File: config.mk
export PLATFORM = sky130hd
export DESIGN_NAME = bist_response_analyzer
export DESIGN_NICKNAME = d
export VERILOG_FILES = /design/src/rtl/bist_response_analyzer.sv
export SDC_FILE = /design/constraint.sdc
export NUM_CORES = 1
export LEC_CHECK = 0
export BUFFER_PORTS_ARGS = -buffer_cell sky130_fd_sc_hd__buf_4
export CORE_MARGIN = 10
export CORE_UTILIZATION = 50
export CTS_BUF_LIST = sky130_fd_sc_hd__clkbuf_4 sky130_fd_sc_hd__clkbuf_8 sky130_fd_sc_hd__clkbuf_16
export DETAILED_ROUTE_END_ITERATION = 7
export GPL_ROUTABILITY_DRIVEN = 0
export GPL_TIMING_DRIVEN = 0
export MAX_ROUTING_LAYER = met4
export PLACE_DENSITY_LB_ADDON = 0.08
export SYNTH_ARGS = -nofsm -noshare
export SYNTH_HDL_FRONTEND = slang
export SYNTH_SLANG_ARGS = --single-unit
export TNS_END_PERCENT = 30
File: constraint.sdc
create_clock -name CLK -period 2.6 [get_ports CLK]
set_clock_uncertainty 0.2 [all_clocks]
set_input_delay 0.13 -clock CLK [delete_from_list [all_inputs] [get_ports CLK]]
set_output_delay 0.13 -clock CLK [all_outputs]
set_load 0.01 [all_outputs]
File: src/rtl/bist_response_analyzer.sv
// MISR-based response analyzer for a BIST controller: compacts captured CUT words
// into a signature and compares signature and capture count against golden values.
module bist_response_analyzer #(
  parameter int                DATA_W       = 8,
  parameter int                SIG_W        = 16,
  parameter logic [SIG_W-1:0]  POLY         = 16'h1021,
  parameter logic [SIG_W-1:0]  SEED         = 16'h0000,
  parameter logic [SIG_W-1:0]  GOLDEN       = 16'h0000,
  parameter int                EXP_CAPTURES = 81
) (
  input  logic              CLK,
  input  logic              RESET,
  input  logic              RUNNING,
  input  logic              OUT,
  input  logic              BIST_END,
  input  logic [DATA_W-1:0] CUT_DATA,
  output logic [SIG_W-1:0]  SIGNATURE,
  output logic [7:0]        CAPTURE_CNT,
  output logic              DONE,
  output logic              PASS,
  output logic              FAIL
);

  localparam logic [7:0] EXP_CNT = 8'(EXP_CAPTURES);

  typedef enum logic [1:0] {IDLE, COMPACT, CHECK, REPORT} state_t;

  state_t           state;
  logic [SIG_W-1:0] sig_next;
  logic             match;

  // One MISR step: shift, fold the dropped MSB back through the polynomial, mix in data.
  always_comb begin
    sig_next = {SIGNATURE[SIG_W-2:0], 1'b0}
             ^ (SIGNATURE[SIG_W-1] ? POLY : '0)
             ^ SIG_W'(CUT_DATA);
  end

  assign match = (SIGNATURE == GOLDEN) && (CAPTURE_CNT == EXP_CNT);

  always_ff @(posedge CLK or negedge RESET) begin
    if (!RESET) begin
      state       <= IDLE;
      SIGNATURE   <= SEED;
      CAPTURE_CNT <= 8'd0;
      DONE        <= 1'b0;
      PASS        <= 1'b0;
      FAIL        <= 1'b0;
    end else begin
      case (state)
        IDLE: begin
          if (RUNNING) begin
            SIGNATURE   <= SEED;
            CAPTURE_CNT <= 8'd0;
            state       <= COMPACT;
          end
        end
        COMPACT: begin
          // End of test wins over a coincident capture strobe.
          if (BIST_END) begin
            state <= CHECK;
          end else if (RUNNING && OUT) begin
            SIGNATURE <= sig_next;
            if (CAPTURE_CNT != 8'hFF) begin
              CAPTURE_CNT <= CAPTURE_CNT + 8'd1;
            end
          end
        end
        CHECK: begin
          DONE  <= 1'b1;
          PASS  <= match;
          FAIL  <= !match;
          state <= REPORT;
        end
        REPORT: begin
          if (RUNNING) begin
            DONE        <= 1'b0;
            PASS        <= 1'b0;
            FAIL        <= 1'b0;
            SIGNATURE   <= SEED;
            CAPTURE_CNT <= 8'd0;
            state       <= COMPACT;
          end
        end
        default: state <= IDLE;
      endcase
    end
  end

endmodule

# After elaboration in Yosys (flattened, before gate mapping)
# Index checks and enable logic that the tools add are counted.
[totals] reg_bits=29 input_bits=13 output_inout_bits=27 wordCells=49
[op_classes] n_addsub=1 n_eq_ne=11 mux=17 bitwise_logic=2 n_reduce_logical=12
[op_table] op="$mux 16" count=3
[op_table] op="$mux 8" count=4
[op_table] op="$pmux 16 s2" count=1
[op_table] op="$logic_not 16->1" count=1
[op_table] op="$pmux 8 s2" count=1
[op_table] op="$xor 16x13->16" count=1
[op_table] op="$xor 16x8->16" count=1
[op_table] op="$mux 13" count=1
[op_table] op="$ne 2x2->1 const B" count=5
[op_table] op="$add 8x1->8 const B" count=1
[op_table] op="$eq 8x7->1 const B" count=1
[op_table] op="$ne 8x8->1 const B" count=1
[op_table] op="$pmux 1 s2" count=3
[op_table] op="$pmux 2 s3" count=1
[op_table] op="$reduce_and 5->1" count=1
[op_table] op="$eq 2x2->1 const B" count=2
[op_table] op="$mux 2" count=2
[op_table] op="$reduce_and 2->1" count=2
[op_table] op="$reduce_and 4->1" count=1
[op_table] op="$reduce_bool 2->1" count=2
[op_table] op="$eq 2x1->1 const B" count=1
[op_table] op="$logic_and 1x1->1" count=2
[op_table] op="$logic_not 2->1" count=1
[op_table] op="$ne 2x1->1 const B" count=1
[op_table] op="3 further kinds" count=3

# Depth between registers and ports, before layout
# Gate-level depths: netlist of run 1.
[logic_depth] ltp_word=6 mapped_depth=8 ltp_nobuf=6

# Worst setup path after synthesis of run 1
# OpenSTA, ideal clock, no wires.
[synth_timing] path_type="flip-flop to flip-flop" from="register state[0]" to="register CAPTURE_CNT[5]" t_arrival_ns=1.571 t_required_ns=2.305 setup_slack_ns=0.733 path_stages_with_launch=9 cell_sequence="dfrtp_1 inv_1 ha_1 clkbuf_1 nand2b_1 a21oi_2 or2_0 buf_2 o31ai_1"
[synth_via] elab_chain_cells=4
[synth_lines] element="from (decl)" line_no="28" text="state_t state;"
[synth_lines] element="from (signal assigned)" line_no="43" text="state <= IDLE;"
[synth_lines] element="from (signal assigned)" line_no="55" text="state <= COMPACT;"
[synth_lines] element="from (signal assigned)" line_no="61" text="state <= CHECK;"
[synth_lines] element="$eq 2x2->1 or $logic_not 2->1 (tied branches)" line_no="50" text="case (state)"
[synth_lines] element="$reduce_or 2->1 (no line)"
[synth_lines] element="$ne 2x1->1 (no line) or $reduce_bool 2->1 (tied branches)"
[synth_lines] element="$reduce_and 5->1 (no line)"
[synth_lines] element="to (signal assigned)" line_no="65" text="CAPTURE_CNT <= CAPTURE_CNT + 8'd1;"
[synth_lines] element="to (decl)" line_no="18" text="output logic [7:0] CAPTURE_CNT,"
# Several ways; a longest one is shown, not always the timed one.
# A chain may end at the register's enable or synchronous reset.

# Final worst setup path of run 1
[layout_timing] from="register state[0]" to="register CAPTURE_CNT[1]"
# Same word-level chain as after synthesis.

==> impl_results.md, run 1 <==
- Outcome: finished, final reports clean
- Die Y-Extent: 75.5 µm
- Worst IR Drop VDD: 492 µV
- # nets final: 236
- Final Instance Area: 2050 µm²
- Switching share of power: 43.1%
- Drt drc: 0
- RR Startpoint: state[0]
- Number of global-route vias before repair: 1362
- Die area: 5710 µm²
- Setup slack after layout: 0.423 ns
- Mapped Cells: 160
- Setup WS pre-CTS: 0.420 ns
- Ys async rst share: 100%
- WS Path Type: reg -> reg
- Synthesized area per cell: 9.64 µm²
- Site row count: 20
- Area after DPL: 1880 µm²
- Post-synth top area share: 47.0%
- RSZ-0062 raised after global routing: false
- Pin count of the biggest net entering global routing: 30
- First-pass GRT wire length: 6.81 mm
- Comb power frac: 51.1%
- TritonRoute pass-1 iters: 5
- Port bufs: 39
- Worst Path Arrival: 2.20 ns
- Final Hold Fails: 0
- R2R Path End: CAPTURE_CNT[1]
- Iter 0 DRT Violations: 98
- Initial antenna violation count: 0
- CP Capture Type: register
- Top FF cell, synth: dfrtp_1
- Final Max Slew Viols: 0
- CP bufs+invs: 3
- Core area: 3000 µm²
- FF-to-FF setup slack: 0.42 ns
- Count leader, synth: dfrtp_1
- Setup TNS Final: 0 ns
- Max cap viols: 0
- Synth Cell Area: 1540 µm²
- H-Tree Level Count: 2
- # IOs: 40
- Vias/cell: 5.64
- Later-pin clock latency in the skew report: 0.33 ns
- R2r worst-path depth: 8
- Detail Route Antenna Nets: 0
- Clock Tree Root: clkbuf_4
- Final setup fails: 0
- Slew Limit Headroom: 60.5%
- YS warnings: 0
- Yosys cell types: 33
- Bufs on Longest Clock Path: 2
- Die Span X: 75.5 µm
- Final Cycle Share: 83.7%
- DR WL/cell: 16.7 µm
- Top cell type by total area after synthesis: dfrtp_1
- Int Power: 1.16 mW
- HPWL after DPL: 2.96 mm
- Clock group share of total power: 14.2%
- Clock sinks: 29
- FMAX: 459 MHz
- CP delay by family, top: buffers and inverters
- Hold Crit Class: in -> async
- Sequential area share after synthesis: 47.0%
- Tightest Pin Transition: 0.591 ns
- Slowest cell on the critical path: dfrtp_1
- CTS clk-pin slew, worst paths: 0.09 ns
- Startpoint types: register
- Share of cells above drive strength 1: 25.3%
- FF+latch count, synth: 29
- Post-synth net total: 179
- Area grow syn2layout: 32.6%
- Tot GR Track Use: 16.1%
- Post-route minimum period: 2.18 ns
- Final WL: 4.18 mm
- ANT cells: 0
- Top cells by area, synth: dfrtp_1, o31ai_1, xnor2_1, ha_1, o21ai_0
- Worst path required time: 2.62 ns
- Number of synthesized flops with an enable pin: 0
- Initial Utilization: 51.4%
- Overflow after GRT: 0
- Num CTS Buffers: 5
- Synth top cells by count: dfrtp_1, o31ai_1, nand2_1
- Switching power: 0.881 mW
- Pwr/cell area: 999 nW/µm²
- Worst path cell trace: inv_1 -> ha_1 -> clkbuf_1 -> nand2b_1 -> a21oi_2 -> buf_2 -> o21ai_0 -> o41ai_1
- Lkg Pwr: 0.942 nW
- Total number of vias: 1409
- TritonCTS clock tree: yes
- CP peak stage delay: 0.40 ns
- Sequential share of power: 34.7%
- CP max FO: 10
==> cell type report <==
class / instances / area [µm²]
fillers: 255 / 957
plain buffers: 10 / 46.3
multi-input cells: 115 / 748
clock buffers: 7 / 58.8
flip-flops and latches: 29 / 726
inverters: 6 / 22.5
repair buffers: 50 / 403
well taps: 33 / 41.3
==> through the flow <==
stage,utilization (%),power [mW],hold WS [ns],cells
finish,68.1,2.04,0.0571,250
global route,68.1,2.21,0.0752,250
CTS,68.1,2.06,0.0665,250
detailed placement,62.5,1.75,-0.122,232
global placement,62.5,1.72,-0.128,232
floorplan,-,1.36,-0.366,160
==> power by group through the flow <==
stage | logic [mW] | registers (mW) | clock network (mW)
final | 1.04 | 0.710 | 0.289
after CTS | 1.05 | 0.708 | 0.296
after detailed placement | 1.04 | 0.716 | 0
after global routing | 1.16 | 0.733 | 0.320
after global placement | 1.01 | 0.711 | 0
after floorplan | 0.630 | 0.734 | 0
==> logic make-up (layout without fill, tap and decap cells) <==
family | after synthesis | in the layout | synth area share, %
simple gates | 55 | 55 | 18.7
buf+inv | 16 | 73 | 4.46
compound gates | 44 | 44 | 19.3
fa+ha+maj | 6 | 6 | 4.87
flops | 29 | 29 | 47.0
xor+xnor | 10 | 10 | 5.68
==> how the worst max path moves through the flow <==
stage / from / end / slack [ns] / cells past startpoint
2_1_floorplan: state[0] / CAPTURE_CNT[5] / 0.73 / 8
3_3_place_gp: state[0] / CAPTURE_CNT[1] / 0.48 / 8
3_5_place_dp: state[0] / CAPTURE_CNT[1] / 0.42 / 8
4_1_cts: state[0] / CAPTURE_CNT[1] / 0.40 / 8
5_1_grt: state[0] / CAPTURE_CNT[5] / 0.23 / 8
6_report: state[0] / CAPTURE_CNT[1] / 0.42 / 8
==> layout by cell type (no fill, tap or decap), types with 9 or more instances in the layout <==
cell and count:
buf_4 39, dfrtp_1 29, o31ai_1 19, nand2_1 17, o21ai_0 13, dlygate4sd3_1 11
nor2_1 10, nand2b_1 9, xnor2_1 9
==> sequential cells by signal (all words and copies together) (netlist names) <==
name and cells:
SIGNATURE 16, CAPTURE_CNT 8, state 2, DONE 1
FAIL 1, PASS 1
==> worst reg2reg max path, delay by kind of cell (launching register included) <==
| kind | cells | cell delay, ns |
|---|---|---|
| fa+ha+maj | 1 | 0.28 |
| flops | 1 | 0.40 |
| buf+inv | 3 | 0.61 |
| compound gates | 3 | 0.45 |
| simple gates | 1 | 0.15 |
==> routing by layer <==
| metal | global-route usage [%] | part of all wire, % | vias up |
|---|---|---|---|
| li1 | - | - | 684 |
| met1 | 19.9 | 43 | 680 |
| met2 | 24.9 | 49 | 40 |
| met3 | 4.82 | 6.6 | 5 |
| met4 | 4.33 | 1.0 | 0 |
| met5 | - | 0 | - |
==> repair_timing <==
item | 4_1_cts | 5_1_grt
endpoints found under the setup margin | 0 | 0
hold buffers | 11 | 0
buffers inserted | 0 | 0
gates resized for setup | 0 | 0
hold endpoints to repair | 42 | 0
Power figures use the tool's default switching activity.
==> run 2, diff against run 1 <==
--- a/config.mk
+++ b/config.mk
@@ -5,6 +5,7 @@
 export SDC_FILE = /design/constraint.sdc
 export NUM_CORES = 1
 export LEC_CHECK = 0
+export ABC_AREA = 1
 export BUFFER_PORTS_ARGS = -buffer_cell sky130_fd_sc_hd__buf_4
 export CORE_MARGIN = 10
 export CORE_UTILIZATION = 50
==> constraint.sdc (replaced) <==
create_clock -name CLK -period 2.05 [get_ports CLK]
set_clock_uncertainty 0.2 [all_clocks]
set_input_delay 0.1025 -clock CLK [delete_from_list [all_inputs] [get_ports CLK]]
set_output_delay 0.1025 -clock CLK [all_outputs]
set_load 0.01 [all_outputs]
==> run 2 against run 1 <==
  * Fmax grew 13%
  * Routed wire length shrank 2.6%
  * Flip-flop and latch count is the same
  * Die area grew 8.7%
  * Combinational power grew 76%
  * Count of clock-buffer cells in the layout is the same
  * Critical path type unchanged
  * Largest cell class unchanged
==> impl_results.md, run 2 <==
- Later-pin clock latency in the skew report: 0.34 ns
- Share of cells above drive strength 1: 27.7%
- ANT cells: 0
- Pwr/cell area: 1420 nW/µm²
- Worst path cell trace: inv_1 -> ha_1 -> buf_6 -> clkinv_1 -> buf_2 -> nand3_1 -> o21ai_1
- Mapped Cells: 220
- Post-synth top area share: 42.0%
- Startpoint types: register
- Top Registers: SIGNATURE: 16 flops, CAPTURE_CNT: 8 flops, state: 2 flops
- # nets final: 296
- H-Tree Level Count: 2
- First-pass GRT wire length: 6.86 mm
- Number of synthesized flops with an enable pin: 0
- Slowest cell on the critical path: dfrtp_1
- Final Hold Fails: 0
- Final setup fails: 0
- RSZ-0062 raised after global routing: false
- Lkg Pwr: 1.15 nW
- Final Cycle Share: 93.9%
- Multi-input gate area: 867 µm²
- Worst Path Arrival: 1.95 ns
- Detail Route Antenna Nets: 0
- Ys async rst share: 100%
- Overflow after GRT: 0
- Peak-usage layer in the global routing report: met2
- Initial antenna violation count: 0
- Die Y-Extent: 78.8 µm
- Clock Tree Root: clkbuf_4
- Die Span X: 78.8 µm
- Yosys cell types: 26
- Largest register FFs: 16
- Bufs on Longest Clock Path: 2
- Tot GR Track Use: 14.1%
- Total number of vias: 1548
- WS Path Type: reg -> reg
- DR WL/cell: 12.6 µm
- Area grow syn2layout: 30.7%
- TritonRoute pass-1 iters: 4
- Top FF cell, synth: dfrtp_1
- GR Util met3: 5.07%
- Met1 usage: 16.5%
- Setup slack after layout: 0.125 ns
- CTS clk-pin slew, worst paths: 0.09 ns
- Final Max Slew Viols: 0
- Synth top cells by count: nand2_1, dfrtp_1, nor2_1
- Max cap viols: 0
- FMAX: 520 MHz
- Die area: 6200 µm²
- Outcome: finished, final reports clean
- Pin count of the biggest net entering global routing: 30
- Setup WS pre-CTS: 0.142 ns
- Tightest Pin Transition: 0.374 ns
- YS warnings: 0
- Drt drc: 0
- Setup TNS Final: 0 ns
- Register area: 726 µm²
- Largest reg by FF count: SIGNATURE
- Commonest non-fill, non-tap cell in the layout: nand2_1
- Synth Cell Area: 1730 µm²
- Num CTS Buffers: 5
- Core area: 3340 µm²
- Worst path required time: 2.07 ns
- Post-CTS setup buffer count: 0
- Number of global-route vias before repair: 1462
- Top cells by area, synth: dfrtp_1, nand2_1, nor2_1, o21ai_0, ha_1
- Worst IR Drop VDD: 833 µV
- FF+latch count, synth: 29
- CP Capture Type: register
- HPWL after DPL: 2.97 mm
- GRT met2 Usage: 22.5%
- Vias/cell: 4.78
- Top cell type by total area after synthesis: dfrtp_1
- CP max FO: 10
- Sequential area share after synthesis: 42.0%
- Iter 0 DRT Violations: 81
- TritonCTS clock tree: yes
- Clock sinks: 29
- CP peak stage delay: 0.41 ns
- Post-synth net total: 239
- Initial Utilization: 51.7%
- Fill cells: 293
- Site row count: 21
- Synthesized area per cell: 7.85 µm²
- Most frequent cells in the layout: nand2_1, buf_4, dfrtp_1, nor2_1, o21ai_0
- Post-route minimum period: 1.92 ns
- Port bufs: 39
- # IOs: 40
- Final WL: 4.08 mm
- Slew Limit Headroom: 75.1%
- Count leader, synth: nand2_1
- Hold Crit Class: in -> reg
-- run 2: path summary, 6_finish.rpt --
| kind | startpoint | slack [ns] | to | depth (start not counted) |
|---|---|---|---|---|
| max in group asynchronous | RESET | 1.34 | DONE | 2 |
| min reg2reg | FAIL | 0.28 | FAIL | 2 |
| min in group asynchronous | RESET | 0.01 | CAPTURE_CNT[1] | 2 |
| max | state[0] | 0.13 | CAPTURE_CNT[6] | 7 |
| min | OUT | 0.004 | SIGNATURE[4] | 5 |
| max reg2reg | state[0] | 0.13 | CAPTURE_CNT[6] | 7 |
-- run 2: critical path, delay by kind of cell (launching register included) --
family,cells,cell delay [ns]
and+or+nand+nor,1,0.12
DFF,1,0.41
adders and majority gates,1,0.29
AOI/OAI and AO/OA,1,0.07
buffers and inverters,4,0.73
-- run 2: per-layer routing --
layer	vias to the layer above	part of all wire (%)
li1	815	-
met1	693	45
met2	34	48
met3	6	6.0
met4	0	0.98
met5	-	0
-- run 2: report_power, final --
group	switching [mW]	total [mW]	internal (mW)
logic	1.06	1.83	0.766
clock network	0.212	0.411	0.198
registers	0.216	0.976	0.759
-- run 2: area by class of cell --
class / instances / area share, %
tap: 46 / 2.55
clock buffer: 7 / 2.88
timing repair buffer: 50 / 17.8
sequential: 29 / 32.2
multi-input combinational: 166 / 38.4
clock inverter: 1 / 0.222
inverter: 20 / 3.33
buffer: 5 / 2.61
-- run 2: logic make-up (layout without fill, tap and decap cells) --
kind of cell | Yosys count | after routing | share of synthesized area, %
AOI/OAI and AO/OA | 36 | 36 | 11.9
adders and majority gates | 6 | 6 | 4.35
xor gates and xnor gates | 3 | 3 | 1.52
and+or+nand+nor | 121 | 121 | 32.5
DFF | 29 | 29 | 42.0
buffers and inverters | 25 | 83 | 7.75
-- run 2: repair_timing --
item	in CTS	in global routing
hold buffers	11	0
hold endpoints to repair	41	0
resized for setup	0	0
-- run 2: stage by stage --
stage | cells | hold WS [ns] | util [%] | area, µm² | total power, mW
final | 324 | 0.00351 | 67.6 | 2260 | 3.22
after global routing | 324 | 0.0240 | 67.6 | 2260 | 3.52
after global placement | 305 | -0.151 | 62.2 | 2080 | 2.79
after floorplan | 220 | -0.393 | - | 1730 | 2.23
after CTS | 324 | 0.00345 | 67.6 | 2260 | 3.25
after detailed placement | 305 | -0.153 | 62.2 | 2080 | 2.82
==> run 3, diff against run 2 <==
--- a/config.mk
+++ b/config.mk
@@ -8,7 +8,7 @@
 export ABC_AREA = 1
 export BUFFER_PORTS_ARGS = -buffer_cell sky130_fd_sc_hd__buf_4
 export CORE_MARGIN = 10
-export CORE_UTILIZATION = 50
+export CORE_UTILIZATION = 28
 export CTS_BUF_LIST = sky130_fd_sc_hd__clkbuf_4 sky130_fd_sc_hd__clkbuf_8 sky130_fd_sc_hd__clkbuf_16
 export DETAILED_ROUTE_END_ITERATION = 7
 export GPL_ROUTABILITY_DRIVEN = 0
==> run 3 against run 2 <==
  * Via count is 0.78% higher
  * Combinational power is 3% higher
  * Final area is 3.7% higher
  * First-iteration DRC count is 22% lower
  * Clock power is 55% higher
  * Critical path depth is 1 higher
  * Sequential share of layout area is 1.1 points lower
  * Count of clock-buffer cells in the layout is 1 lower
  * Critical path type unchanged
  * Largest power group unchanged
==> impl_results.md, run 3 (synthesized netlist as in run 2, its figures left out) <==
- Worst path required time: 2.01 ns
- Tot GR Track Use: 10.1%
- Max cap viols: 0
- Bufs on Longest Clock Path: 2
- WS Path Type: reg -> reg
- Site row count: 28
- Startpoint types: register
- H-Tree Level Count: 2
- Switching share of power: 44.7%
- Number of global-route vias before repair: 1549
- FMAX: 533 MHz
- Final WL: 4.59 mm
- Overflow after GRT: 0
- Comb power frac: 53.9%
- Die Span X: 98.5 µm
- Final Max Slew Viols: 0
- Drt drc: 0
- Setup TNS Final: 0 ns
- HPWL after DPL: 3.36 mm
- # IOs: 40
- # nets final: 295
- Top Registers: SIGNATURE: 16 flops, CAPTURE_CNT: 8 flops, state: 2 flops
- Outcome: finished, final reports clean
- Commonest non-fill, non-tap cell in the layout: nand2_1
- Post-CTS setup buffer count: 0
- Clock sinks: 29
- Post-route minimum period: 1.88 ns
- Worst IR Drop VDD: 515 µV
- Pwr/cell area: 1490 nW/µm²
- Pin count of the biggest net entering global routing: 30
- RSZ-0062 raised after global routing: false
- Share of cells above drive strength 1: 28.2%
- Clock Tree Root: clkbuf_8
- Core area: 5960 µm²
- Sequential share of power: 27.8%
- Iter 0 DRT Violations: 63
- Initial antenna violation count: 0
- TritonCTS clock tree: yes
- Tightest Pin Transition: 0.411 ns
- Final Hold Fails: 0
- TritonRoute pass-1 iters: 4
- Die Y-Extent: 98.5 µm
- Later-pin clock latency in the skew report: 0.28 ns
- Die area: 9710 µm²
- Detail Route Antenna Nets: 0
- ANT cells: 0
- Largest reg by FF count: SIGNATURE
- Int Power: 1.93 mW
- Final Cycle Share: 91.5%
- First-pass GRT wire length: 7.84 mm
- Switching power: 1.56 mW
- Lkg Pwr: 1.16 nW
- Slew Limit Headroom: 72.6%
- Area after DPL: 2110 µm²
- CP Capture Type: register
- Slowest cell on the critical path: dfrtp_1
- Final Instance Area: 2340 µm²
- Largest register FFs: 16
- Initial Utilization: 29.0%
- Vias/cell: 4.43
- CP max FO: 10
- CP peak stage delay: 0.39 ns
- Worst path cell trace: inv_1 -> ha_1 -> buf_6 -> nand2_4 -> nand2_4 -> a21oi_4 -> buf_6 -> o21ai_0
- DR WL/cell: 13.0 µm
- Most frequent cells in the layout: nand2_1, buf_4, dfrtp_1, nor2_1, o21ai_0
- Port bufs: 39
- Worst Path Arrival: 1.84 ns
- Num CTS Buffers: 5
- CTS clk-pin slew, worst paths: 0.07 ns
- Total number of vias: 1560
- Area grow syn2layout: 35.5%
- Hold Crit Class: in -> reg
- Final setup fails: 0
- Clock group share of total power: 18.3%
==> run 3: final cells by class <==
type,instances,area [µm²]
inverters,20,78.8
flip-flops and latches,29,726
clock buffers,6,82.6
well taps,75,93.8
fillers,646,3620
clock inverters,2,37.5
plain buffers,5,61.3
repair buffers,49,393
multi-input cells,166,867
==> run 3: critical path, delay by kind of cell, from the launching register on <==
family	cells	cell delay, ns
AOI/OAI and AO/OA	2	0.31
adders and majority gates	1	0.30
buffers and inverters	3	0.42
DFF	1	0.39
and+or+nand+nor	2	0.14
==> run 3: what timing repair did <==
item	4_1_cts	5_1_grt
endpoints found under the setup margin	0	10
resized for setup	0	2
hold buffers	10	0
hold endpoints to repair	39	0
==> run 3: stage by stage <==
| step | hold WS, ns | power (mW) | worst slack, ns | std cells | utilization (%) |
|---|---|---|---|---|---|
| floorplan | -0.393 | 2.23 | 0.299 | 220 | - |
| global placement | -0.136 | 2.88 | 0.0572 | 334 | 35.5 |
| detailed placement | -0.133 | 2.88 | 0.0631 | 334 | 35.5 |
| CTS | 0.0438 | 3.55 | 0.0465 | 352 | 39.2 |
| global route | 0.106 | 3.85 | 0.00925 | 352 | 39.3 |
| finish | 0.0489 | 3.50 | 0.175 | 352 | 39.3 |
==> run 3: path summary, 6_finish.rpt <==
path	cells past startpoint	endpoint	from	slack [ns]
min reg2reg	2	FAIL	FAIL	0.28
min	6	state[1]	BIST_END	0.05
max	8	SIGNATURE[15]	state[0]	0.17
max in group asynchronous	2	DONE	RESET	1.26
max reg2reg	8	SIGNATURE[15]	state[0]	0.17
min in group asynchronous	2	CAPTURE_CNT[1]	RESET	0.08
==> run 3: layer usage <==
layer  track usage, %  wire length [µm]  vias to the layer above
met1             12.6              2140                      708
met5                -                 0                        -
met3             2.65               190                        5
met4             2.98                36                        0
li1                 -                 -                      815
met2             15.7              2220                       32
==> run 3: power groups by stage <==
stage	registers, mW	logic (mW)	clock network (mW)
final	0.971	1.89	0.639
after global routing	1.02	2.14	0.687
after CTS	0.979	1.91	0.659
after detailed placement	0.987	1.89	0
after global placement	0.993	1.89	0
after floorplan	1.02	1.21	0
